File: src/rtl/dl_sequencer.sv
// dl_sequencer: routes the HPS ioctl download stream to the ROM write FIFO, the mod and
// DIP registers, and holds the game core in reset around a ROM load.
module dl_sequencer #(
  parameter int ADDR_W     = 17,
  parameter int FIFO_DEPTH = 4,
  parameter int HOLD_CYC   = 1024
) (
  input  logic              i_clk_sys,
  input  logic              i_reset_n,
  input  logic              i_ioctl_download,
  input  logic [7:0]        i_ioctl_index,
  input  logic              i_ioctl_wr,
  input  logic [24:0]       i_ioctl_addr,
  input  logic [7:0]        i_ioctl_dout,
  output logic              o_ioctl_wait,
  output logic [ADDR_W-1:0] o_rom_addr,
  output logic [7:0]        o_rom_data,
  output logic              o_rom_wr,
  input  logic              i_rom_ready,
  output logic              o_mod_sbag,
  output logic              o_mod_pick,
  output logic              o_mod_squa,
  output logic [63:0]       o_dipsw,
  output logic              o_core_reset,
  output logic              o_overflow
);

  localparam int PTR_W = $clog2(FIFO_DEPTH);
  localparam int CNT_W = PTR_W + 1;
  localparam int HC_W  = $clog2(HOLD_CYC + 1);

  localparam logic [1:0] S_LOAD  = 2'd0;
  localparam logic [1:0] S_DRAIN = 2'd1;
  localparam logic [1:0] S_HOLD  = 2'd2;
  localparam logic [1:0] S_RUN   = 2'd3;

  localparam logic [CNT_W-1:0] FULL_CNT  = CNT_W'(FIFO_DEPTH);
  localparam logic [HC_W-1:0]  HOLD_LAST = HC_W'(HOLD_CYC - 1);

  logic [1:0]        r_state;
  logic [HC_W-1:0]   r_hold_cnt;
  logic [CNT_W-1:0]  r_count;
  logic [PTR_W-1:0]  r_wr_ptr;
  logic [PTR_W-1:0]  r_rd_ptr;
  logic [ADDR_W-1:0] r_mem_addr [FIFO_DEPTH];
  logic [7:0]        r_mem_data [FIFO_DEPTH];
  logic              r_overflow;
  logic              r_mod_sbag;
  logic              r_mod_pick;
  logic              r_mod_squa;
  logic [63:0]       r_dipsw;

  logic w_rom_sel;
  logic w_addr_ok;
  logic w_full;
  logic w_empty;
  logic w_push;
  logic w_pop;
  logic w_start;

  assign w_rom_sel = (i_ioctl_index == 8'd0);
  assign w_addr_ok = ((i_ioctl_addr >> ADDR_W) == 25'd0);
  assign w_full    = (r_count == FULL_CNT);
  assign w_empty   = (r_count == {CNT_W{1'b0}});
  // Full is judged on the registered count, so a same-cycle pop never frees room for a push.
  assign w_push    = i_ioctl_wr & w_rom_sel & (r_state == S_LOAD) & w_addr_ok & ~w_full;
  assign w_pop     = ~w_empty & i_rom_ready;
  assign w_start   = i_ioctl_download & w_rom_sel;

  // Load/drain/hold/run sequencing with the post-load reset extension counter.
  always_ff @(posedge i_clk_sys or negedge i_reset_n) begin
    if (!i_reset_n) begin
      r_state    <= S_HOLD;
      r_hold_cnt <= {HC_W{1'b0}};
    end else if (w_start) begin
      r_state    <= S_LOAD;
      r_hold_cnt <= {HC_W{1'b0}};
    end else begin
      case (r_state)
        S_LOAD: begin
          if (!i_ioctl_download) r_state <= S_DRAIN;
          else r_state <= S_LOAD;
        end
        S_DRAIN: begin
          if (w_empty) begin
            r_state    <= S_HOLD;
            r_hold_cnt <= {HC_W{1'b0}};
          end else begin
            r_state <= S_DRAIN;
          end
        end
        S_HOLD: begin
          if (r_hold_cnt == HOLD_LAST) r_state <= S_RUN;
          else r_hold_cnt <= r_hold_cnt + HC_W'(1);
        end
        S_RUN:   r_state <= S_RUN;
        default: r_state <= S_HOLD;
      endcase
    end
  end

  // ROM write FIFO storage, pointers, occupancy and the sticky overflow flag.
  always_ff @(posedge i_clk_sys or negedge i_reset_n) begin
    if (!i_reset_n) begin
      r_count    <= {CNT_W{1'b0}};
      r_wr_ptr   <= {PTR_W{1'b0}};
      r_rd_ptr   <= {PTR_W{1'b0}};
      r_overflow <= 1'b0;
      for (int i = 0; i < FIFO_DEPTH; i++) begin
        r_mem_addr[i] <= {ADDR_W{1'b0}};
        r_mem_data[i] <= 8'd0;
      end
    end else begin
      if (w_push) begin
        r_mem_addr[r_wr_ptr] <= i_ioctl_addr[ADDR_W-1:0];
        r_mem_data[r_wr_ptr] <= i_ioctl_dout;
        r_wr_ptr             <= r_wr_ptr + PTR_W'(1);
      end
      if (w_pop) r_rd_ptr <= r_rd_ptr + PTR_W'(1);
      case ({w_push, w_pop})
        2'b10:   r_count <= r_count + CNT_W'(1);
        2'b01:   r_count <= r_count - CNT_W'(1);
        default: r_count <= r_count;
      endcase
      if (i_ioctl_wr & w_rom_sel & w_full) r_overflow <= 1'b1;
      else r_overflow <= r_overflow;
    end
  end

  // Mod byte decode and DIP bank writes; both ignore the sequencer state.
  always_ff @(posedge i_clk_sys or negedge i_reset_n) begin
    if (!i_reset_n) begin
      r_mod_sbag <= 1'b0;
      r_mod_pick <= 1'b0;
      r_mod_squa <= 1'b0;
      r_dipsw    <= 64'd0;
    end else begin
      if (i_ioctl_wr && (i_ioctl_index == 8'd1) && (i_ioctl_addr == 25'd0)) begin
        r_mod_sbag <= (i_ioctl_dout == 8'd1);
        r_mod_pick <= (i_ioctl_dout == 8'd2);
        r_mod_squa <= (i_ioctl_dout == 8'd3);
      end
      if (i_ioctl_wr && (i_ioctl_index == 8'd254) && (i_ioctl_addr[24:3] == 22'd0))
        r_dipsw[{i_ioctl_addr[2:0], 3'b000} +: 8] <= i_ioctl_dout;
    end
  end

  assign o_ioctl_wait = w_full;
  assign o_rom_wr     = ~w_empty;
  assign o_rom_addr   = r_mem_addr[r_rd_ptr];
  assign o_rom_data   = r_mem_data[r_rd_ptr];
  assign o_core_reset = (r_state != S_RUN);
  assign o_overflow   = r_overflow;
  assign o_mod_sbag   = r_mod_sbag;
  assign o_mod_pick   = r_mod_pick;
  assign o_mod_squa   = r_mod_squa;
  assign o_dipsw      = r_dipsw;

endmodule

File: config.mk
export PLATFORM = sky130hd
export DESIGN_NAME = dl_sequencer
export DESIGN_NICKNAME = d
export VERILOG_FILES = /design/src/rtl/dl_sequencer.sv
export SDC_FILE = /design/constraint.sdc
export NUM_CORES = 1
export LEC_CHECK = 0
export ABC_AREA = 1
export CAP_MARGIN = 20
export CORE_MARGIN = 2
export CORE_UTILIZATION = 55
export CTS_BUF_LIST = sky130_fd_sc_hd__clkbuf_16
export DETAILED_ROUTE_END_ITERATION = 8
export DONT_BUFFER_PORTS = 1
export PLACE_DENSITY = 0.66
export SYNTH_ARGS = -nofsm -noshare
export SYNTH_HDL_FRONTEND = slang
export SYNTH_SLANG_ARGS = --single-unit
export TNS_END_PERCENT = 1
File: constraint.sdc
create_clock -name i_clk_sys -period 5.4 [get_ports i_clk_sys]
set_clock_uncertainty 0.1 [all_clocks]
set_input_delay 1.08 -clock i_clk_sys [delete_from_list [all_inputs] [get_ports i_clk_sys]]
set_output_delay 1.08 -clock i_clk_sys [all_outputs]
set_load 0.05 [all_outputs]
# ---- Yosys cells after proc, flatten, opt, wreduce, memory -nomap -nowiden
# Index checks and enable logic that the tools add are counted.
dict set report totals {
  register_bits 188
  input_bits 46
  elab_cells 93
}
dict set report op_classes {
  add_sub_neg 6
  magnitude_cmp 3
  eq_ne 16
  n_shift 2
  mux 23
  bitwise_logic 11
  n_reduce_logical 14
}
# cell count
set op_table {}
lappend op_table {{bitwise mux 68 bit} 1}
lappend op_table {{bitwise mux 64 bit} 1}
lappend op_table {{variable shift 8 x 8 -> 64 bit (first input constant)} 1}
lappend op_table {{variable part select 8 x 8 -> 64 bit} 1}
lappend op_table {{two-way mux 17 bit} 3}
lappend op_table {{zero test 25 bit} 2}
lappend op_table {{binary-select mux 17 bit (select 2 bit)} 1}
lappend op_table {{demux 17 bit (select 2 bit)} 1}
lappend op_table {{two-way mux 11 bit} 3}
lappend op_table {{bitwise mux 32 bit} 1}
lappend op_table {{two-way mux 8 bit} 3}
lappend op_table {{zero test 22 bit} 1}
lappend op_table {{case mux 11 bit (2 select lines)} 1}
lappend op_table {{binary-select mux 8 bit (select 2 bit)} 1}
lappend op_table {{demux 8 bit (select 2 bit)} 1}
lappend op_table {{== test 8 x 1 -> 1 bit (second input constant)} 2}
lappend op_table {{== test 8 x 2 -> 1 bit (second input constant)} 2}
lappend op_table {{adder 11 x 1 -> 11 bit (second input constant)} 1}
lappend op_table {{== test 11 x 10 -> 1 bit (second input constant)} 1}
lappend op_table {{inequality test 3 bit (second input constant)} 3}
lappend op_table {{== test 8 bit (second input constant)} 1}
lappend op_table {{zero test 8 bit} 1}
lappend op_table {{negator 6 -> 8 bit} 1}
lappend op_table {{case mux 2 bit (4 select lines)} 1}
lappend op_table {{21 further kinds} 40}

# ---- Logic depth before layout (Yosys ltp)
dict set report logic_depth {
  ltp_word 7
  ltp_mapped 13
  ltp_nobuf 11
}

# ---- Least setup slack after synthesis
# No wires, ideal clock.
dict set report synth_path {
  path_kind {input to register}
  start {in i_ioctl_addr[20]}
  end {reg r_count[1]}
  t_arrival_ns 2.772
  slack_ns 2.446
  cell_stages 10
  path_buffers 2
  path_cell_list {nor2_1 nand3_2 nor2_2 nand2_4 buf_6 buf_6 ha_1 inv_1 fa_1 o21ai_0}
}
dict set report synth_via {
  elab_chain_len 5
  elab_cells_between_ends 7
}
# element line
set synth_rtl {}
lappend synth_rtl {{start, declared} 13} ;# input logic [24:0] i_ioctl_addr,
lappend synth_rtl {{zero test 25 bit *} 62} ;# assign w_addr_ok = ((i_ioctl_addr >> ADDR_W) == 25'd0);
lappend synth_rtl {{AND 1 bit * (2 in a row)} 66} ;# assign w_push = i_ioctl_wr & w_rom_sel & (r_state == S_LOAD) & w_addr_ok & ~w_full;
lappend synth_rtl {{== test 2 x 1 -> 1 bit or == test 2 bit (tied branches)} 120} ;# case ({w_push, w_pop})
lappend synth_rtl {{case mux 3 bit (2 select lines) or nonzero test 2 bit (tied branches)} -}
lappend synth_rtl {{end signal, assigned} 121} ;# 2'b10: r_count <= r_count + CNT_W'(1);
lappend synth_rtl {{end signal, assigned} 122} ;# 2'b01: r_count <= r_count - CNT_W'(1);
lappend synth_rtl {{end signal, assigned} 123} ;# default: r_count <= r_count;
lappend synth_rtl {{end, declared} 42} ;# logic [CNT_W-1:0] r_count;
# Mark *: on every way between the ends. The rest lies on a longest branch, timed or not.
# A chain may end at the register's enable or synchronous reset.

# ---- Worst setup path in the final report
dict set report layout_path {
  start {reg r_rd_ptr[1]}
  end {out o_rom_addr[16]}
}
dict set report layout_via {
  elab_chain_len 4
}
# element line
set layout_rtl {}
lappend layout_rtl {{start, declared} 44} ;# logic [PTR_W-1:0] r_rd_ptr;
lappend layout_rtl {{start signal, assigned} 107} ;# r_rd_ptr <= {PTR_W{1'b0}};
lappend layout_rtl {{start signal, assigned} 119} ;# if (w_pop) r_rd_ptr <= r_rd_ptr + PTR_W'(1);
lappend layout_rtl {{NOT 2 -> 3 bit (not written as such)} 150} ;# assign o_rom_addr = r_mem_addr[r_rd_ptr];
lappend layout_rtl {{binary-select mux 17 bit (select 2 bit)} 150}
lappend layout_rtl {{two-way mux 17 bit (not written as such) (2 in a row)} 150}
lappend layout_rtl {{end, declared} 16} ;# output logic [ADDR_W-1:0] o_rom_addr,
# Every way passes these cells. The select of a mux whose other input is x is not followed.

==> impl_metrics.json <==
{
  "status": "finished, final reports clean",
  "tns_ps": 0,
  "cts_tree": "built",
  "vias": 8383,
  "crit_fanout": 27,
  "final-hold-violation-count": 0,
  "setup-violations-final": 0,
  "dp_hpwl_um": 16600,
  "min_path_type": "input pin to async pin",
  "cp_slowest_cell": "dfrtp_1",
  "seq_area_frac_synth_pct": 49.1,
  "cts_resized": 0,
  "drt_iter0_drc": 902,
  "placed_cell_area_sq_um": 9730,
  "critPathKind": "register to primary output",
  "area_growth_pct": 7.62,
  "critPathCaptureType": "primary output",
  "clock_latency_ps": 430,
  "drive_above_1_share_pct": 7.62,
  "ys_types": 35,
  "reg2regPathDepth": 11,
  "grt_usage_pct": 29.3,
  "mostFrequentLayoutCells": "407 x nand2_1, 187 x dfrtp_1, 147 x o21ai_0",
  "peakVddDrop_mv": 0.274,
  "r2r-start": "r_count[1]",
  "cts_buffers": 17,
  "slew_headroom_pct": 29.2,
  "clk_pin_slew_ps": 70,
  "synth_edf_count": 0,
  "required_ps": 4220,
  "max-cap-violations": 0,
  "core_sq_um": 17200,
  "nNetsFinal": 1277,
  "wl_um": 26400,
  "critPathMaxStageDelay_ps": 1050,
  "cts.sinks": 188,
  "wire_per_inst_um": 18.1,
  "gp_congestion": 0.901,
  "final_area_sq_um": 10300,
  "power_leakage_uw": 0.00538,
  "r2r-end": "r_count[2]",
  "htreeDepth": 4,
  "cts_setup_buffers": 0,
  "fin_crit_sh_pct": 73.7,
  "firstDrtPassIters": 7,
  "syn_avg_cell_area_sq_um": 7.75,
  "root_buffer": "clkbuf_16",
  "fp.dieH_um": 136,
  "die_area_sq_um": 18500,
  "cp.arrival_ps": 2800,
  "final.min_clock_period_ps": 3980,
  "antenna_found_initial": 0,
  "postCtsHoldBufs": 0,
  "total_power_uw": 4120,
  "mappedNetlistNets": 1292,
  "gr-total-overflow": 0,
  "grt_pass1_wl_um": 42300,
  "n_antenna_cell": 0,
  "ys.warnings.count": 0,
  "synthCells": 1237,
  "crit_path_start_kind": "register",
  "ys_ff_latch": 188,
  "rows": 48,
  "power_per_cell_area_nw_per_um2": 399,
  "syn_area_sq_um": 9580,
  "fmax_mhz": 251,
  "viasPerCell": 5.75,
  "synthArstFlopShare_pct": 100,
  "rsz0062_at_grt": "false",
  "reg2reg_slack_ps": 2720,
  "clk_path_buf_depth": 2,
  "grt_pass1_vias": 7995,
  "mostFrequentLayoutCell": "nand2_1",
  "drc": 0,
  "grt_max_degree": 189,
  "tightest_slew_ps": 1060,
  "path_cells": "inv_1 > o21ai_0 > o22ai_1 > buf_4",
  "cp_num_buf_inv": 2,
  "port_buffers": 0,
  "die_x_um": 136,
  "initial_core_util_pct": 55.8,
  "finalMaxSlewViolations": 0,
  "ant_nets": 0,
  "synth_ff_type": "dfrtp_1",
  "critical-path-top-delay-family": "flip-flops",
  "io_pins": 142
}
registers in the layout, summed over array words and instances (netlist names):
name and flops:
r_rd_ptr 2, o_mod_pick 1, r_hold_cnt 11, r_mem_addr 68, r_mem_data 32, o_mod_squa 1
r_state 2, r_count 3, o_mod_sbag 1, o_dipsw 64, r_wr_ptr 2, o_overflow 1
report_power, final:
part / switching (uW) / internal, uW
clock network: 551 / 720
logic: 992 / 359
registers: 57.4 / 1440
total: 1600 / 2520
area by class of cell:
cell class,instances,area [sq um]
Fill cell,1605,6860
Inverter,51,191
Timing Repair Buffer,32,240
Tap cell,225,282
Clock inverter,14,156
Sequential cell,188,4710
Multi-Input combinational cell,932,4310
Clock buffer,17,425
routing by layer:
layer / up-vias / share of wire [%] / global-route usage (%)
li1: 4051 / - / -
met5: - / 0 / 0
met3: 50 / 8.6 / 8.13
met1: 3976 / 44 / 40.8
met2: 306 / 46 / 45.3
met4: 0 / 1.7 / 8.10
kinds of logic (layout without fill, tap and decap cells):
logic type / Yosys count / count (layout) / share of synthesized area, %
simple gates: 723 / 723 / 32.8
compound gates: 196 / 196 / 10.6
flops: 188 / 188 / 49.1
buf+inv: 117 / 114 / 5.89
fa+ha+maj: 9 / 9 / 1.25
xor+xnor: 4 / 4 / 0.366
per-stage QoR:
stage               setup slack, ps  hold WS (ps)  util [%]  cells
detailed placement             1440           363      56.7   1428
global placement               1530           359      56.7   1428
floorplan                      2450           341         -   1237
global route                   1300           218      60.0   1459
finish                         1420           233      60.0   1459
CTS                            1450           228      60.0   1459
cells in the mapped netlist, types with 2 or more instances:
| cell | instances | share of area, % |
|---|---|---|
| inv_1 | 46 | 1.8 |
| nor3_2 | 2 | 0.21 |
| nand3_2 | 5 | 0.52 |
| buf_1 | 5 | 0.20 |
| buf_4 | 10 | 0.78 |
| ha_1 | 8 | 1.0 |
| dfrtp_1 | 187 | 49 |
| inv_2 | 5 | 0.20 |
| clkbuf_1 | 31 | 1.2 |
| o21ai_0 | 147 | 7.7 |
| a21oi_1 | 3 | 0.16 |
| nand3_1 | 55 | 2.9 |
| xor2_1 | 3 | 0.27 |
| nor3_1 | 33 | 1.7 |
| buf_2 | 10 | 0.52 |
| nor2_1 | 137 | 5.4 |
| nor2_2 | 10 | 0.65 |
| o21ai_1 | 19 | 0.99 |
| o22ai_1 | 25 | 1.6 |
| nand4_1 | 60 | 3.9 |
| buf_6 | 10 | 1.2 |
| nand2_1 | 407 | 16 |
| nor3_4 | 3 | 0.51 |
| nor2_4 | 5 | 0.59 |
how the worst max path moves through the flow:
stage	start	end	slack, ps	cells past startpoint
after global routing	r_rd_ptr[1]	o_rom_addr[5]	1300	4
after CTS	r_rd_ptr[1]	o_rom_data[6]	1450	4
after global placement	i_ioctl_addr[1]	o_dipsw[10]	1530	8
after floorplan	i_ioctl_addr[20]	r_count[1]	2450	10
final	r_rd_ptr[1]	o_rom_addr[16]	1420	4
after detailed placement	i_ioctl_addr[1]	o_dipsw[9]	1440	8
Note: power is estimated with default switching activity, not from simulation.
